[src/rtl/vigenere_stream_cipher.sv]
// Streaming Vigenere encrypt/decrypt, one ASCII char per clock, with valid/ready on both sides.
// Letters 'A'..'Z' are shifted by the current key char; all other bytes pass through unchanged.
module vigenere_stream_cipher #(
   parameter int KEY_LEN = 10,
   parameter int IDX_W   = 4
) (
   input  logic                 CLK,
   input  logic                 RST_N,
   input  logic                 LOAD,
   input  logic [KEY_LEN*8-1:0] key_in,
   input  logic [IDX_W-1:0]     key_len,
   input  logic                 mode,
   input  logic                 in_valid,
   output logic                 in_ready,
   input  logic [7:0]           in_char,
   output logic                 out_valid,
   input  logic                 out_ready,
   output logic [7:0]           out_char,
   output logic                 keyed,
   output logic [15:0]          char_count
);

   typedef enum logic [1:0] {NOKEY, RUN, HOLD} state_t;

   state_t               state, nextState;
   logic [KEY_LEN*8-1:0] keyReg;
   logic [IDX_W-1:0]     effLen, idx, lenClamped;
   logic [7:0]           keyByte, cipherChar;
   logic [4:0]           shift;
   logic [5:0]           pOff, sum, wrapped;
   logic                 accept, inIsLetter, keyIsLetter;

   // Key char at the current index; idx never exceeds KEY_LEN-1
   always_comb begin
      keyByte = '0;
      for (int i = 0; i < KEY_LEN; i++)
         if (idx == IDX_W'(i)) keyByte = keyReg[i*8 +: 8];
   end

   assign keyIsLetter = (keyByte >= 8'd65) && (keyByte <= 8'd90);
   assign inIsLetter  = (in_char >= 8'd65) && (in_char <= 8'd90);
   assign shift       = keyIsLetter ? 5'(keyByte - 8'd65) : 5'd0;
   assign pOff        = 6'(in_char - 8'd65);

   // Decrypt biases by +26 so the 6-bit sum never underflows; one subtract folds it back
   assign sum        = mode ? (pOff + 6'd26 - {1'b0, shift}) : (pOff + {1'b0, shift});
   assign wrapped    = (sum >= 6'd26) ? (sum - 6'd26) : sum;
   assign cipherChar = inIsLetter ? (8'd65 + {2'b00, wrapped}) : in_char;

   assign lenClamped = (key_len == '0) ? IDX_W'(1) :
                       (key_len > IDX_W'(KEY_LEN)) ? IDX_W'(KEY_LEN) : key_len;

   assign out_valid = (state == HOLD);
   assign in_ready  = (state != NOKEY) && !LOAD && (!out_valid || out_ready);
   assign accept    = in_valid && in_ready;

   always_comb begin
      nextState = state;
      case (state)
         NOKEY:     if (LOAD) nextState = RUN;
         RUN, HOLD: begin
            if (LOAD)           nextState = RUN;
            else if (accept)    nextState = HOLD;
            else if (out_ready) nextState = RUN;
         end
         default:   nextState = NOKEY;
      endcase
   end

   always_ff @(posedge CLK or negedge RST_N) begin
      if (!RST_N) state <= NOKEY;
      else        state <= nextState;
   end

   always_ff @(posedge CLK or negedge RST_N) begin
      if (!RST_N) begin
         keyReg     <= '0;
         effLen     <= IDX_W'(1);
         idx        <= '0;
         char_count <= '0;
         keyed      <= 1'b0;
         out_char   <= 8'h00;
      end else if (LOAD) begin
         keyReg     <= key_in;
         effLen     <= lenClamped;
         idx        <= '0;
         char_count <= '0;
         keyed      <= 1'b1;
      end else if (accept) begin
         out_char <= cipherChar;
         if (inIsLetter) begin
            idx        <= (idx == effLen - IDX_W'(1)) ? '0 : idx + IDX_W'(1);
            char_count <= char_count + 16'd1;
         end
      end
   end

endmodule

[config.mk]
export PLATFORM = sky130hd
export DESIGN_NAME = vigenere_stream_cipher
export DESIGN_NICKNAME = d
export VERILOG_FILES = /design/src/rtl/vigenere_stream_cipher.sv
export SDC_FILE = /design/constraint.sdc
export NUM_CORES = 1
export LEC_CHECK = 0
export BUFFER_PORTS_ARGS = -buffer_cell sky130_fd_sc_hd__clkbuf_2
export CORE_MARGIN = 3
export CORE_UTILIZATION = 49
export DETAILED_ROUTE_END_ITERATION = 6
export PLACE_DENSITY = 0.72
export SLEW_MARGIN = 30
export SYNTH_ARGS = -nofsm -noshare
export SYNTH_HDL_FRONTEND = slang
export SYNTH_SLANG_ARGS = --single-unit
export TNS_END_PERCENT = 5
[constraint.sdc]
create_clock -name CLK -period 13.1 [get_ports CLK]
set_clock_uncertainty 0.1 [all_clocks]
set_input_delay 0 -clock CLK [delete_from_list [all_inputs] [get_ports CLK]]
set_output_delay 0 -clock CLK [all_outputs]
set_load 0.03 [all_outputs]
==> results of run 1 <==
## layer usage
layer | global-route usage | up-vias | routed length, um
li1 | - | 2819 | -
met1 | 0.329 | 2978 | 8000
met2 | 0.440 | 246 | 9540
met3 | 0.0563 | 48 | 1100
met4 | 0.105 | 0 | 478
met5 | 0 | - | 0
## placed cells by master, fill, tap and decap left out, drive strengths merged, types with 4 or more instances in the layout
master and n:
o21ai 43, nand4 4, nor3b 7, o31ai 4, dfrtp 114, nor2 43
inv 43, o21a 5, buf 4, and3 10, xor2 13, o2bb2ai 4
mux2 74, nand2 51, mux2i 7, nand3 14, nand2b 4, dlygate4sd3 100
ha 30, clkbuf 142, a31oi 4, a21oi 36, clkinv 6, a21o 5
or3 7, nor3 6, and2 8, xnor2 12, a221oi 9, or2 5
a22oi 11, nor2b 14
## worst min-delay path: cells and delay by family
kind	cells	cell delay [ns]
buf+inv	1	0.10
simple gates	3	0.37
## state kept, by name, indices dropped and copies added (netlist names)
register    count
char_count     16
out_char        8
keyReg         80
keyed           1
state           2
effLen          4
idx             4
## layout make-up
class,count,area share
multi-input cells,481,0.395
well taps,176,0.0243
clock inverters,12,0.0144
flip-flops and latches,115,0.318
diodes,1,0.000276
inverters,41,0.0170
clock buffers,20,0.0504
repair buffers,226,0.182
## cells by family after synthesis
logic type | synth area share
buffers and inverters | 0.0430
XOR/XNOR | 0.0325
AO/OA/AOI/OAI | 0.158
multiplexers | 0.134
flip-flops | 0.427
adder cells (fa/ha/maj) | 0.0631
AND/OR/NAND/NOR | 0.143
## final timing paths
check / cells past startpoint / to / slack, ns / from
hold / removal: 4 / out_char[6] / 0.002 / in_valid
max in group asynchronous: 3 / idx[2] / 11.56 / RST_N
setup / recovery: 26 / out_char[4] / 5.96 / idx[0]
setup reg to reg: 26 / out_char[4] / 5.96 / idx[0]
min in group asynchronous: 2 / out_char[6] / 0.05 / RST_N
hold reg to reg: 2 / out_char[2] / 0.37 / out_char[2]
## through the flow
step | area, um^2 | power (uW) | utilization
final | 9060 | 1160 | 0.679
after global routing | 9060 | 1220 | 0.679
after CTS | 9060 | 1160 | 0.678
after detailed placement | 7470 | 679 | 0.560
after global placement | 7470 | 670 | 0.560
after floorplan | 6740 | 600 | -
## power by group
group | switching [uW] | total (uW) | internal, uW | leakage (uW)
registers | 28.7 | 425 | 396 | 0.00140
logic | 154 | 279 | 125 | 0.00243
clock network | 169 | 459 | 290 | 0.000287
==> results by group, run 1 <==
Outcome
  – Outcome: finished, final reports clean

Clock network
  – H-Tree Depth: 4
  – Clock slew at reported path FFs: 0.05 ns
  – CTS resizes: 0
  – Clk Latency, worst-skew pair: 0.42 ns
  – CTS Buf Count: 17
  – Clock Tree Buf Depth: 2
  – CTS tree: done
  – CTS root buf: clkbuf_16
  – Sink Count: 115
  – Hold buffer count at cts: 100
  – Setup Buffers After CTS: 0

Yosys
  – Main synth FF type: dfrtp_1
  – Syn avg cell area: 10.0 um^2
  – Top-area cell type share of the netlist area: 0.423
  – Post-synthesis async set-or-reset flop share: 1.00
  – Mapped Cells: 673
  – Post-synth EDFFs: 0
  – Ys Warns: 0
  – Most common cell in the netlist: dfrtp_1
  – Post-synth net total: 803
  – Seq/Total Area, Yosys: 0.427
  – Leading area contributor after synthesis: dfrtp_1
  – Yosys cell types: 69
  – Commonest cells in the netlist: 114 x dfrtp_1, 74 x mux2_2, 51 x nand2_1
  – Top post-synthesis cells by area: dfrtp_1 42%, mux2_2 12%, ha_1 5.6%
  – Mapped cell area: 6740 um^2
  – Yosys reg bits: 115

Die
  – Cell Rows: 42
  – Initial core utilization: 0.505
  – Overall die height: 123 um
  – Boundary pin count: 125
  – Die area: 15200 um^2
  – Core area: 13300 um^2
  – Die X: 123 um

GRT
  – Largest net degree at the start of global routing: 90
  – Initial antenna violation count: 1
  – GRT Total Usage: 0.262
  – Vias in the first global route: 6287
  – First-pass GRT wire length: 30900 um
  – Gr ovfl total: 0

Drt
  – Average wire per standard cell: 17.8 um
  – Post-route DRC violation count: 0
  – Final WL: 19100 um
  – DRC violation total after the first TritonRoute iteration: 471
  – Final ANT Viol Nets: 0
  – Routed vias/inst: 5.68
  – TritonRoute pass-1 iters: 6
  – Via count: 6091

Critical path
  – Worst path arrival time: 7.35 ns
  – Crit path max fanout: 27
  – CP Data Required Time: 13.30 ns
  – Max stage delay on crit path: 0.77 ns
  – Kind of critical path: reg -> reg
  – Startpoint type of the worst setup path: flip-flop
  – WP buf/inv: 2
  – Most frequent cell on the critical path: ha_1
  – Critical Path Slowest Stage Cell: ha_1
  – Critical path's top delay family: compound AO/OA/AOI/OAI gates
  – Setup crit end kind: flip-flop

Final layout
  – FF/Latch Area: 2880 um^2
  – Fillers: 994
  – Non-filler cells, final: 1072
  – Share of layout cells above drive strength 1: 0.282
  – Area of the multi-input gates: 3580 um^2
  – Final net count: 1012
  – Synthesis-to-layout area growth: 34.4%

Timing
  – Fin crit period: 7.14 ns
  – Slew @ Worst Pin: 0.925 ns
  – Final Hold Vio Count: 0
  – # setup viols final: 0
  – Slew Viols, Final: 0
  – Max Freq: 140 MHz
  – Final worst setup slack: 5.96 ns
  – RSZ-0062 raised after global routing: no
  – Setup Total Neg Slack: 0 ns
  – Tcrit/Tclk final: 0.545
  – Relative slew slack: 0.384
  – Worst hold slack: 0.00219 ns

Power
  – Power Density: 128 nW/um^2
  – Peak supply drop: 0.144 mV
  – Lkg Pwr: 0.00411 uW

Hold path
  – Hold Crit Class: in -> reg

Placed design
  – Gpl congestion: 0.976
  – Port bufs: 124
  – Pre-CTS setup slack: 5.96 ns
  – Dpl cells: 939
  – Post-DP HPWL: 12300 um

Job
  – Max-cap viol count: 0
Note: power is estimated with default switching activity, not from simulation.
==> inputs of run 2 (changes only) <==
Settings changed: ABC_AREA set to 1.
Clock period 13.1 ns to 7.42 ns, I/O delays scaled along.
==> results by group, run 2 <==
Outcome
  – Outcome: finished, final reports clean

Clock network
  – H-Tree Depth: 4 (unchanged)
  – Sink Count: 115 (unchanged)
  – CTS resizes: 0 (unchanged)
  – Clock slew at reported path FFs: 0.06 ns (about the same)
  – CTS Buf Count: 17 (unchanged)
  – Clock Tree Buf Depth: 2 (unchanged)
  – CTS tree: done
  – CTS root buf: clkbuf_16
  – Clk Latency, worst-skew pair: 0.42 ns (about the same)

Timing
  – Worst hold slack: 0.121 ns (+0.119 ns)
  – Max Freq: 182 MHz (+30%)
  – Fin crit period: 5.48 ns (-1.66 ns)
  – # setup viols final: 0 (unchanged)
  – Slew @ Worst Pin: 0.863 ns (-0.0611 ns)
  – RSZ-0062 raised after global routing: no
  – Relative slew slack: 0.424 (+0.0408)
  – Final Hold Vio Count: 0 (unchanged)
  – Tcrit/Tclk final: 0.739 (+0.193)
  – Setup Total Neg Slack: 0 ns (unchanged)
  – Slew Viols, Final: 0 (unchanged)

Final layout
  – Synthesis-to-layout area growth: 34.0%
  – Share of layout cells above drive strength 1: 0.174 (-0.108)
  – Fillers: 1069 (+7.5%)
  – Commonest cells after routing, fill and taps aside: 330 x nand2_1, 122 x inv_1, 122 x clkbuf_2
  – Final instance area: 9260 um^2 (+2.2%)
  – Top flop regs: keyReg (80), char_count (16), out_char (8)
  – Commonest non-fill, non-tap cell in the layout: nand2_1
  – Final net count: 1287 (+27%)
  – ANT cells: 0 (-1)
  – Max reg flops: 80 (unchanged)
  – Area of the multi-input gates: 3410 um^2 (-4.8%)
  – Top reg by flops: keyReg
  – FF/Latch Area: 2880 um^2 (unchanged)

Yosys
  – Main synth FF type: dfrtp_1
  – Syn avg cell area: 7.39 um^2 (-26%)
  – Leading area contributor after synthesis: dfrtp_1
  – Post-synth EDFFs: 0 (unchanged)
  – Mapped Cells: 936 (+39%)
  – Yosys cell types: 51 (-26%)
  – Most common cell in the netlist: nand2_1
  – Top post-synthesis cells by area: dfrtp_1 41%, nand2_1 18%, inv_1 6.6%
  – Seq/Total Area, Yosys: 0.416 (-0.0104)
  – Post-synth net total: 1066 (+33%)
  – Mapped cell area: 6910 um^2 (+2.5%)
  – Commonest cells in the netlist: 330 x nand2_1, 122 x inv_1, 114 x dfrtp_1
  – Yosys reg bits: 115 (unchanged)
  – Top-area cell type share of the netlist area: 0.413 (-0.0103)
  – Post-synthesis async set-or-reset flop share: 1.00 (unchanged)
  – Ys Warns: 0 (unchanged)

Die
  – Die area: 15600 um^2 (+2.4%)
  – Boundary pin count: 125 (unchanged)
  – Cell Rows: 42 (unchanged)
  – Core area: 13500 um^2 (+1.2%)
  – Overall die height: 125 um (+1.2%)
  – Die X: 125 um (+1.2%)
  – Initial core utilization: 0.512 (+0.00661)

Drt
  – Routed vias/inst: 5.03 (-11%)
  – Final WL: 18700 um (-2.4%)
  – Post-route DRC violation count: 0 (unchanged)
  – TritonRoute pass-1 iters: 5 (-1)
  – Average wire per standard cell: 13.9 um (-22%)
  – Final ANT Viol Nets: 0 (unchanged)
  – Via count: 6776 (+11%)
  – DRC violation total after the first TritonRoute iteration: 407 (-14%)

GRT
  – GRT Total Usage: 0.249 (-0.0126)
  – Gr ovfl total: 0 (unchanged)
  – Vias in the first global route: 6751 (+7.4%)
  – First-pass GRT wire length: 32000 um (+3.5%)
  – Largest net degree at the start of global routing: 116 (+29%)
  – Initial antenna violation count: 0 (-1)

Critical path
  – Worst path arrival time: 5.69 ns (-1.66 ns)
  – Kind of critical path: reg -> reg
  – R2R Path End: out_char[2]
  – Worst Reg-to-Reg Cells: 28 (+7.7%)
  – Max stage delay on crit path: 0.55 ns (-0.22 ns)
  – R2R Setup Slk: 1.94 ns (-4.02 ns)
  – CP Data Required Time: 7.63 ns (-5.67 ns)
  – RR Startpoint: idx[1]
  – Crit path max fanout: 12 (-56%)
  – Critical Path Slowest Stage Cell: nor3_2
  – Setup crit end kind: flip-flop
  – Startpoint type of the worst setup path: flip-flop

Placed design
  – Post-DP HPWL: 12000 um (-2.9%)
  – Area after DPL: 7640 um^2 (+2.3%)
  – Gpl congestion: 0.871 (-11%)
  – Port bufs: 124 (unchanged)

Hold path
  – Hold Crit Class: in -> async

Power
  – Total power: 2030 uW (+74%)
  – Power Density: 219 nW/um^2 (+71%)
  – Peak supply drop: 0.156 mV (+8.3%)
  – Lkg Pwr: 0.00485 uW (+18%)

Job
  – Max-cap viol count: 0 (unchanged)
run 2: cell count changes after synthesis, moves of 10 or more:
cell	previous run	this run
clkbuf_1	32	20
mux2_2	74	1
nand4_1	4	14
a22oi_1	11	0
nor2b_1	14	0
inv_1	41	122
nand2_1	51	330
nand2_2	0	10
o21ai_0	42	79
nand3_1	14	53
run 2: worst max-delay path by stage:
stage | slack [ns] | endpoint | startpoint | cells past startpoint
final | 1.94 | out_char[2] | idx[1] | 28
after CTS | 1.99 | out_char[2] | idx[1] | 28
after global placement | 2.24 | out_char[2] | idx[1] | 28
after global routing | 1.36 | out_char[2] | idx[1] | 28
after floorplan | 2.67 | out_char[2] | idx[1] | 34
after detailed placement | 2.03 | out_char[2] | idx[1] | 28
run 2: per-layer routing:
metal / routed length, um / GRT usage / part of all wire / up-vias
met5: 0 / 0 / 0 / -
met4: 306 / 0.0741 / 0.016 / 0
met3: 1000 / 0.0502 / 0.054 / 26
met2: 9320 / 0.428 / 0.50 / 211
met1: 8030 / 0.318 / 0.43 / 3126
li1: - / - / - / 3413
run 2: critical path, delay by kind of cell, from the launching register on:
kind / cells / cell delay (ns)
buffers and inverters: 4 / 0.48
xor gates and xnor gates: 1 / 0.16
adders and majority gates: 6 / 1.64
DFF: 1 / 0.43
and+or+nand+nor: 14 / 1.98
AOI/OAI and AO/OA: 3 / 0.55
run 2: power breakdown:
| part | internal, uW | switching, uW | total [uW] |
|---|---|---|---|
| logic | 192 | 307 | 499 |
| clock network | 508 | 291 | 799 |
| registers | 695 | 34.5 | 730 |
| total | 1400 | 633 | 2030 |
run 2: kinds of logic after synthesis:
logic type,after synthesis,synth area share
and+or+nand+nor,483,0.309
buffers and inverters,159,0.0907
AOI/OAI and AO/OA,135,0.107
DFF,115,0.416
adders and majority gates,32,0.0601
xor gates and xnor gates,11,0.0150
muxes,1,0.00163
run 2: layout make-up:
cell class | instances | share of cell area
repair buffers | 231 | 0.183
clock buffers | 22 | 0.0501
inverters | 130 | 0.0529
clock inverters | 10 | 0.0116
multi-input cells | 662 | 0.368
well taps | 176 | 0.0238
flip-flops and latches | 115 | 0.311
run 2: repair_timing:
item                      CTS  global route
hold buffers              105             0
setup buffers               0             0
hold endpoints to repair  166             0
run 2: per-stage QoR:
| step | cells | setup slack [ns] | util |
|---|---|---|---|
| CTS | 1346 | 1.99 | 0.686 |
| global placement | 1209 | 2.24 | 0.565 |
| detailed placement | 1209 | 2.03 | 0.565 |
| finish | 1346 | 1.94 | 0.686 |
| floorplan | 936 | 2.67 | - |
| global route | 1346 | 1.36 | 0.686 |
